## src/rtl/perf_cnt_pkg.sv

```systemverilog
// ---------------------------------------------------------------
// perf_cnt_pkg: shared types and constants for the perf counter bank
// Rev 1.0
// ---------------------------------------------------------------
`default_nettype none

package perf_cnt_pkg;

  typedef enum logic [1:0] {
    IDLE   = 2'd0,
    RUN    = 2'd1,
    FROZEN = 2'd2
  } state_e;

  // Read-index width, never narrower than one bit.
  function automatic int idx_width(input int n);
    return (n > 1) ? $clog2(n) : 1;
  endfunction

  localparam int DEF_NUM_CNT = 8;
  localparam int DEF_IDX_W   = idx_width(DEF_NUM_CNT);

  localparam int CYCLES     = 0;
  localparam int COMMITS    = 1;
  localparam int ICACHE_REQ = 2;
  localparam int ICACHE_HIT = 3;
  localparam int DCACHE_REQ = 4;
  localparam int DCACHE_HIT = 5;
  localparam int BR_MISS    = 6;
  localparam int STALL      = 7;

endpackage

`default_nettype wire

```

## src/rtl/perf_counter_cell.sv

```systemverilog
// ---------------------------------------------------------------
// perf_counter_cell: one accumulator with sticky overflow bit
// Rev 1.0
// ---------------------------------------------------------------
`default_nettype none

module perf_counter_cell
  import perf_cnt_pkg::*;
#(
  parameter int CNT_WIDTH = 32,
  parameter int INC_WIDTH = 2,
  parameter int SATURATE  = 1
) (
  input  logic                 clk,
  input  logic                 rst,
  input  logic                 clr_i,
  input  logic                 en_i,
  input  logic [INC_WIDTH-1:0] inc_i,
  output logic [CNT_WIDTH-1:0] cnt_o,
  output logic                 ovf_o
);

  logic [CNT_WIDTH-1:0] cnt_q, cnt_d;
  logic                 ovf_q, ovf_d;
  logic [CNT_WIDTH:0]   sum;

  always_comb begin
    sum   = {1'b0, cnt_q} + {{(CNT_WIDTH + 1 - INC_WIDTH){1'b0}}, inc_i};
    cnt_d = cnt_q;
    ovf_d = ovf_q;
    if (clr_i) begin
      cnt_d = '0;
      ovf_d = 1'b0;
    end else if (en_i) begin
      // Carry out of the extended sum is the only overflow source.
      if (sum[CNT_WIDTH]) begin
        ovf_d = 1'b1;
        cnt_d = (SATURATE != 0) ? {CNT_WIDTH{1'b1}} : sum[CNT_WIDTH-1:0];
      end else begin
        cnt_d = sum[CNT_WIDTH-1:0];
      end
    end
  end

  always_ff @(posedge clk) begin
    if (rst) begin
      cnt_q <= '0;
      ovf_q <= 1'b0;
    end else begin
      cnt_q <= cnt_d;
      ovf_q <= ovf_d;
    end
  end

  assign cnt_o = cnt_q;
  assign ovf_o = ovf_q;

endmodule

`default_nettype wire

```

## src/rtl/perf_counter_bank.sv

```systemverilog
// ---------------------------------------------------------------
// perf_counter_bank: run/freeze/clear event counter bank, indexed read port
// Optional shadow snapshot when PERF_CNT_SNAPSHOT_EN is defined. Rev 1.0
// ---------------------------------------------------------------
`default_nettype none

module perf_counter_bank
  import perf_cnt_pkg::*;
#(
  parameter int NUM_CNT   = 8,
  parameter int CNT_WIDTH = 32,
  parameter int INC_WIDTH = 2,
  parameter int SATURATE  = 1
) (
  input  logic                           clk,
  input  logic                           rst,
  input  logic                           start_i,
  input  logic                           stop_i,
  input  logic                           clear_i,
  input  logic                           snap_i,
  input  logic [NUM_CNT*INC_WIDTH-1:0]   evt_inc_i,
  input  logic                           rd_req_i,
  input  logic [idx_width(NUM_CNT)-1:0]  rd_idx_i,
  output logic                           rd_valid_o,
  output logic [CNT_WIDTH-1:0]           rd_data_o,
  output logic                           rd_ovf_o,
  output logic [NUM_CNT-1:0]             ovf_o,
  output logic                           running_o
);

  localparam int IDX_W = idx_width(NUM_CNT);

  state_e state_q, state_d;
  logic   running_q;
  logic   count_en;

  always_comb begin
    state_d = state_q;
    case (state_q)
      IDLE:    if (start_i) state_d = RUN;
      RUN:     if (stop_i)  state_d = FROZEN;
      FROZEN:  if (start_i) state_d = RUN;
      default: state_d = IDLE;
    endcase
    if (clear_i) state_d = IDLE;
  end

  always_ff @(posedge clk) begin
    if (rst) begin
      state_q   <= IDLE;
      running_q <= 1'b0;
    end else begin
      state_q   <= state_d;
      running_q <= (state_d == RUN);
    end
  end

  assign running_o = running_q;
  assign count_en  = (state_q == RUN) && !clear_i;

  logic [CNT_WIDTH-1:0] cnt_val [NUM_CNT];
  logic [NUM_CNT-1:0]   ovf_val;

  generate
    for (genvar gi = 0; gi < NUM_CNT; gi++) begin : g_cell
      perf_counter_cell #(
        .CNT_WIDTH (CNT_WIDTH),
        .INC_WIDTH (INC_WIDTH),
        .SATURATE  (SATURATE)
      ) u_cell (
        .clk   (clk),
        .rst   (rst),
        .clr_i (clear_i),
        .en_i  (count_en),
        .inc_i (evt_inc_i[gi*INC_WIDTH +: INC_WIDTH]),
        .cnt_o (cnt_val[gi]),
        .ovf_o (ovf_val[gi])
      );
    end
  endgenerate

  assign ovf_o = ovf_val;

  logic [CNT_WIDTH-1:0] src_cnt [NUM_CNT];
  logic [NUM_CNT-1:0]   src_ovf;

`ifdef PERF_CNT_SNAPSHOT_EN
  logic [CNT_WIDTH-1:0] shd_q [NUM_CNT];
  logic [NUM_CNT-1:0]   shd_ovf_q;

  // Shadows capture pre-update live values; clear beats snap.
  always_ff @(posedge clk) begin
    if (rst || clear_i) begin
      for (int i = 0; i < NUM_CNT; i++) shd_q[i] <= '0;
      shd_ovf_q <= '0;
    end else if (snap_i) begin
      for (int i = 0; i < NUM_CNT; i++) shd_q[i] <= cnt_val[i];
      shd_ovf_q <= ovf_val;
    end
  end

  assign src_cnt = shd_q;
  assign src_ovf = shd_ovf_q;
`else
  logic unused_snap;
  assign unused_snap = snap_i;
  assign src_cnt     = cnt_val;
  assign src_ovf     = ovf_val;
`endif

  logic [CNT_WIDTH-1:0] rd_sel_data;
  logic                 rd_sel_ovf;

  // Out-of-range indices match no channel and fall through to zero.
  always_comb begin
    rd_sel_data = '0;
    rd_sel_ovf  = 1'b0;
    for (int i = 0; i < NUM_CNT; i++) begin
      if (rd_idx_i == IDX_W'(i)) begin
        rd_sel_data = src_cnt[i];
        rd_sel_ovf  = src_ovf[i];
      end
    end
  end

  logic                 rd_valid_q;
  logic [CNT_WIDTH-1:0] rd_data_q;
  logic                 rd_ovf_q;

  always_ff @(posedge clk) begin
    if (rst) begin
      rd_valid_q <= 1'b0;
      rd_data_q  <= '0;
      rd_ovf_q   <= 1'b0;
    end else begin
      rd_valid_q <= rd_req_i;
      if (rd_req_i) begin
        rd_data_q <= rd_sel_data;
        rd_ovf_q  <= rd_sel_ovf;
      end
    end
  end

  assign rd_valid_o = rd_valid_q;
  assign rd_data_o  = rd_data_q;
  assign rd_ovf_o   = rd_ovf_q;

endmodule

`default_nettype wire

```

## config.mk

```make
export PLATFORM = sky130hd
export DESIGN_NAME = perf_counter_bank
export DESIGN_NICKNAME = d
export VERILOG_FILES = /design/src/rtl/perf_cnt_pkg.sv /design/src/rtl/perf_counter_cell.sv /design/src/rtl/perf_counter_bank.sv
export SDC_FILE = /design/constraint.sdc
export NUM_CORES = 1
export LEC_CHECK = 0
export BUFFER_PORTS_ARGS = -buffer_cell sky130_fd_sc_hd__buf_2
export CORE_ASPECT_RATIO = 1.2
export CORE_MARGIN = 4
export CORE_UTILIZATION = 45
export DETAILED_ROUTE_END_ITERATION = 10
export GPL_TIMING_DRIVEN = 0
export PLACE_DENSITY = 0.63
export REMOVE_ABC_BUFFERS = 1
export SLEW_MARGIN = 20
export SYNTH_ARGS = -nofsm -noshare
export SYNTH_HDL_FRONTEND = slang
export SYNTH_SLANG_ARGS = --single-unit
```

## constraint.sdc

```tcl
create_clock -name clk -period 2.89 [get_ports clk]
set_clock_uncertainty 0.15 [all_clocks]
set_input_delay 0.1445 -clock clk [delete_from_list [all_inputs] [get_ports clk]]
set_output_delay 0.1445 -clock clk [all_outputs]
set_load 0.02 [all_outputs]
```

==> flow_summary_export.csv <==
group,metric,value,unit
run_status,status,"finished, final reports clean",
global_routing,grt_antenna_before_repair,0,
timing,maxSlewHeadroom,29.6,%
timing,hold_viol_final,0,
power,intPower,6790,uW
timing,setup-tns-final,0,ns
timing,finalSetupViolCount,0,
placed_design,io_buffers,67,
min_path,hp-start,"rst",
global_routing,grt_pass1_vias,13244,
clock_tree,root_buffer,"clkbuf_16",
routing,remaining_drc_errors,0,
power,swShare,24.2,%
power,seq_power_share,47.0,%
routing,vias_per_cell,5.98,
placed_design,gp_congestion,0.941,
synthesis,syn_area,15600,um^2
worst_setup_path,cp_max_fo,17,
timing,fmax,0.358,GHz
power,power_frac_clock,46.5,%
synthesis,async_flop_share,0,%
timing,tightest_slew,1.06,ns
routing,num_vias,14214,
die,num_io_pins,69,
clock_tree,cts_buffer_depth,3,
placed_design,dpl.cell_count,2281,
layout,antennaDiodeCount,0,
layout,nNetsFinal,1948,
timing,period_share,96.7,%
clock_tree,clk_latency,0.52,ns
min_path,hold_path.class,"in2reg",
die,coreArea,34200,um^2
worst_setup_path,crit_chain,"or3b_4 -> buf_12 -> nor2_1 -> nand4_1 -> nor3_1 -> xnor2_1 -> a21oi_1",
die,die-width,178,um
clock_tree,path_clk_slew,0.06,ns
global_routing,grt_max_degree,64,
layout,area_delta_synth_final,13.4,%
worst_setup_path,ff2ff_path_depth,7,
layout,post-route-util,51.8,%
worst_setup_path,regToRegStartpoint,"state_q[1]",
synthesis,synth-edff-count,0,
worst_setup_path,crit_buf_inv,1,
power,pwr-share-comb,6.5,%
worst_setup_path,cpLargestDelayFamily,"simple AND/OR/NAND/NOR gates",
clock_tree,cts_buffers,35,
worst_setup_path,slowest_delay,0.55,ns
timing,whs,0.0606,ns
power,powerDensity,506,nW/um^2
power,power_switching,2170,uW
worst_setup_path,slowest_stage,"or3b_4",
die,die_h,212,um
clock_tree,cts_max_level,2,
synthesis,yosysWarnings,0,
synthesis,synth-seq-cells,301,
placed_design,hpwl,35.2,mm
die,rows,74,
routing,wire_per_inst,20.7,um
synthesis,syn_area_per_cell,8.36,um^2
synthesis,synthFlopType,"dfxtp_1",
worst_setup_path,startpoint_type,"flop",
synthesis,yosysTopAreaCellShare,38.6,%
clock_tree,cts_tree,"built",
power,p_leak,0.00624,uW
clock_tree,cts.sink_count,301,
worst_setup_path,required,3.14,ns
global_routing,grt_overflow_total,0,
layout,final_cells,2375,
synthesis,ys_types,72,
routing,drtIter0Drc,1233,
routing,dr.pass1.iters,5,
routing,drt-total-wl,49.2,mm
power,irDropWorstVdd,0.498,mV
worst_setup_path,worst-path-stages,7,
routing,ant_nets,0,
worst_setup_path,worstSetupPathType,"reg2reg",
synthesis,synthTopCellsByArea,"dfxtp_1 (39%), a21oi_1 (7.2%), xor2_1 (6.6%)",
global_routing,gr-usage-all-layers,25.6,%
die,start_util,45.7,%
synthesis,yosysSeqAreaShare,38.6,%
synthesis,syn_inst,1867,
die,fp.dieArea,37800,um^2
layout,drive_gt1_share,10.9,%
worst_setup_path,endpoint_kind,"flop",
timing,maxSlewViolCount,0,
worst_setup_path,cp.arrival,3.04,ns
run,drv_cap,0,
worst_setup_path,cp-startpoint,"state_q[1]",
min_path,holdPathStages,4,
timing,fin_crit,2.79,ns
global_routing,grt_pass1_wl,76.0,mm
synthesis,yosysTopAreaCell,"dfxtp_1",
synthesis,synth_common_cells,"dfxtp_1 (301), a21oi_1 (225), nor2_1 (157), xor2_1 (117), nand2_1 (115)",
synthesis,yosysMostFrequentCell,"dfxtp_1",
registers in the layout, indices dropped and copies added (netlist names):
signal and flops:
g_cell.u_cell.cnt_o 256, rd_valid_o 1, state_q 2, g_cell.u_cell.ovf_o 8, rd_data_o 32, rd_ovf_o 1
running_o 1
final timing paths:
kind	to	slack, ns
worst max register to register	g_cell[3].u_cell.cnt_o[14]	0.1
worst max-delay path	g_cell[3].u_cell.cnt_o[14]	0.1
worst min register to register	rd_data_o[30]	0.30
worst min-delay path	rd_data_o[0]	0.06
placed cells by master (no fill, tap or decap), types with 25 or more instances in the layout:
cell,Yosys,routed
inv_1,50,50
mux2i_1,36,36
xnor2_1,77,77
and3_1,39,39
a21oi_1,225,225
nor2_1,157,152
clkbuf_16,0,35
buf_2,12,65
nor3_1,66,65
o22ai_1,34,34
nand2_1,115,111
a21o_1,25,25
and4_1,33,33
dfxtp_1,301,300
xor2_1,117,117
nand4_1,59,60
nand3_1,103,102
o21ai_0,83,83
tightest hold or removal path: stages:
cell and delay, ns:
buf_2 0.25, nor2_2 0.14, nand2_1 0.09, o41ai_1 0.05
kinds of logic after synthesis:
kind of cell / synth area share [%]
compound gates: 18.1
xor+xnor: 10.9
simple gates: 22.3
flops: 38.6
buf+inv: 4.78
mux: 3.03
fa+ha+maj: 2.31
routing by layer:
metal	track usage (%)	share of wire, %	vias up
met5	0	0	-
met1	34.2	42	6807
met2	41.0	46	498
li1	-	-	6786
met4	12.0	5.4	0
met3	3.81	6.0	123
per-stage QoR:
stage               area [um^2]  total power [uW]  setup WS (ns)
floorplan                 15100              4570         -0.489
global placement          16000              4810          -3.54
detailed placement        16200              4850         -0.928
CTS                       17600              9020       -0.00293
global route              17700              9250       -0.00700
finish                    17700              8960         0.0961
repair_timing:
item                       CTS  global route
hold buffers                19             0
hold endpoints to repair    22             0
setup buffers                6            10
pin swaps                    4             4
resized for setup           17            14
setup endpoints to repair  144           187
gates cloned                 1             0
cell type report:
cell class | instances | area, um^2
multi-input cells | 1395 | 9010
inverters | 51 | 191
flip-flops and latches | 301 | 6030
well taps | 456 | 571
repair buffers | 114 | 865
clock inverters | 9 | 77.6
fillers | 3249 | 16500
clock buffers | 49 | 968
power by group through the flow:
stage | logic [uW] | registers, uW | clock network [uW]
2_1_floorplan | 242 | 4330 | 0
4_1_cts | 569 | 4210 | 4240
6_report | 584 | 4210 | 4170
3_5_place_dp | 544 | 4300 | 0
3_3_place_gp | 508 | 4300 | 0
5_1_grt | 623 | 4210 | 4410
(Power assumes the default switching activity.)
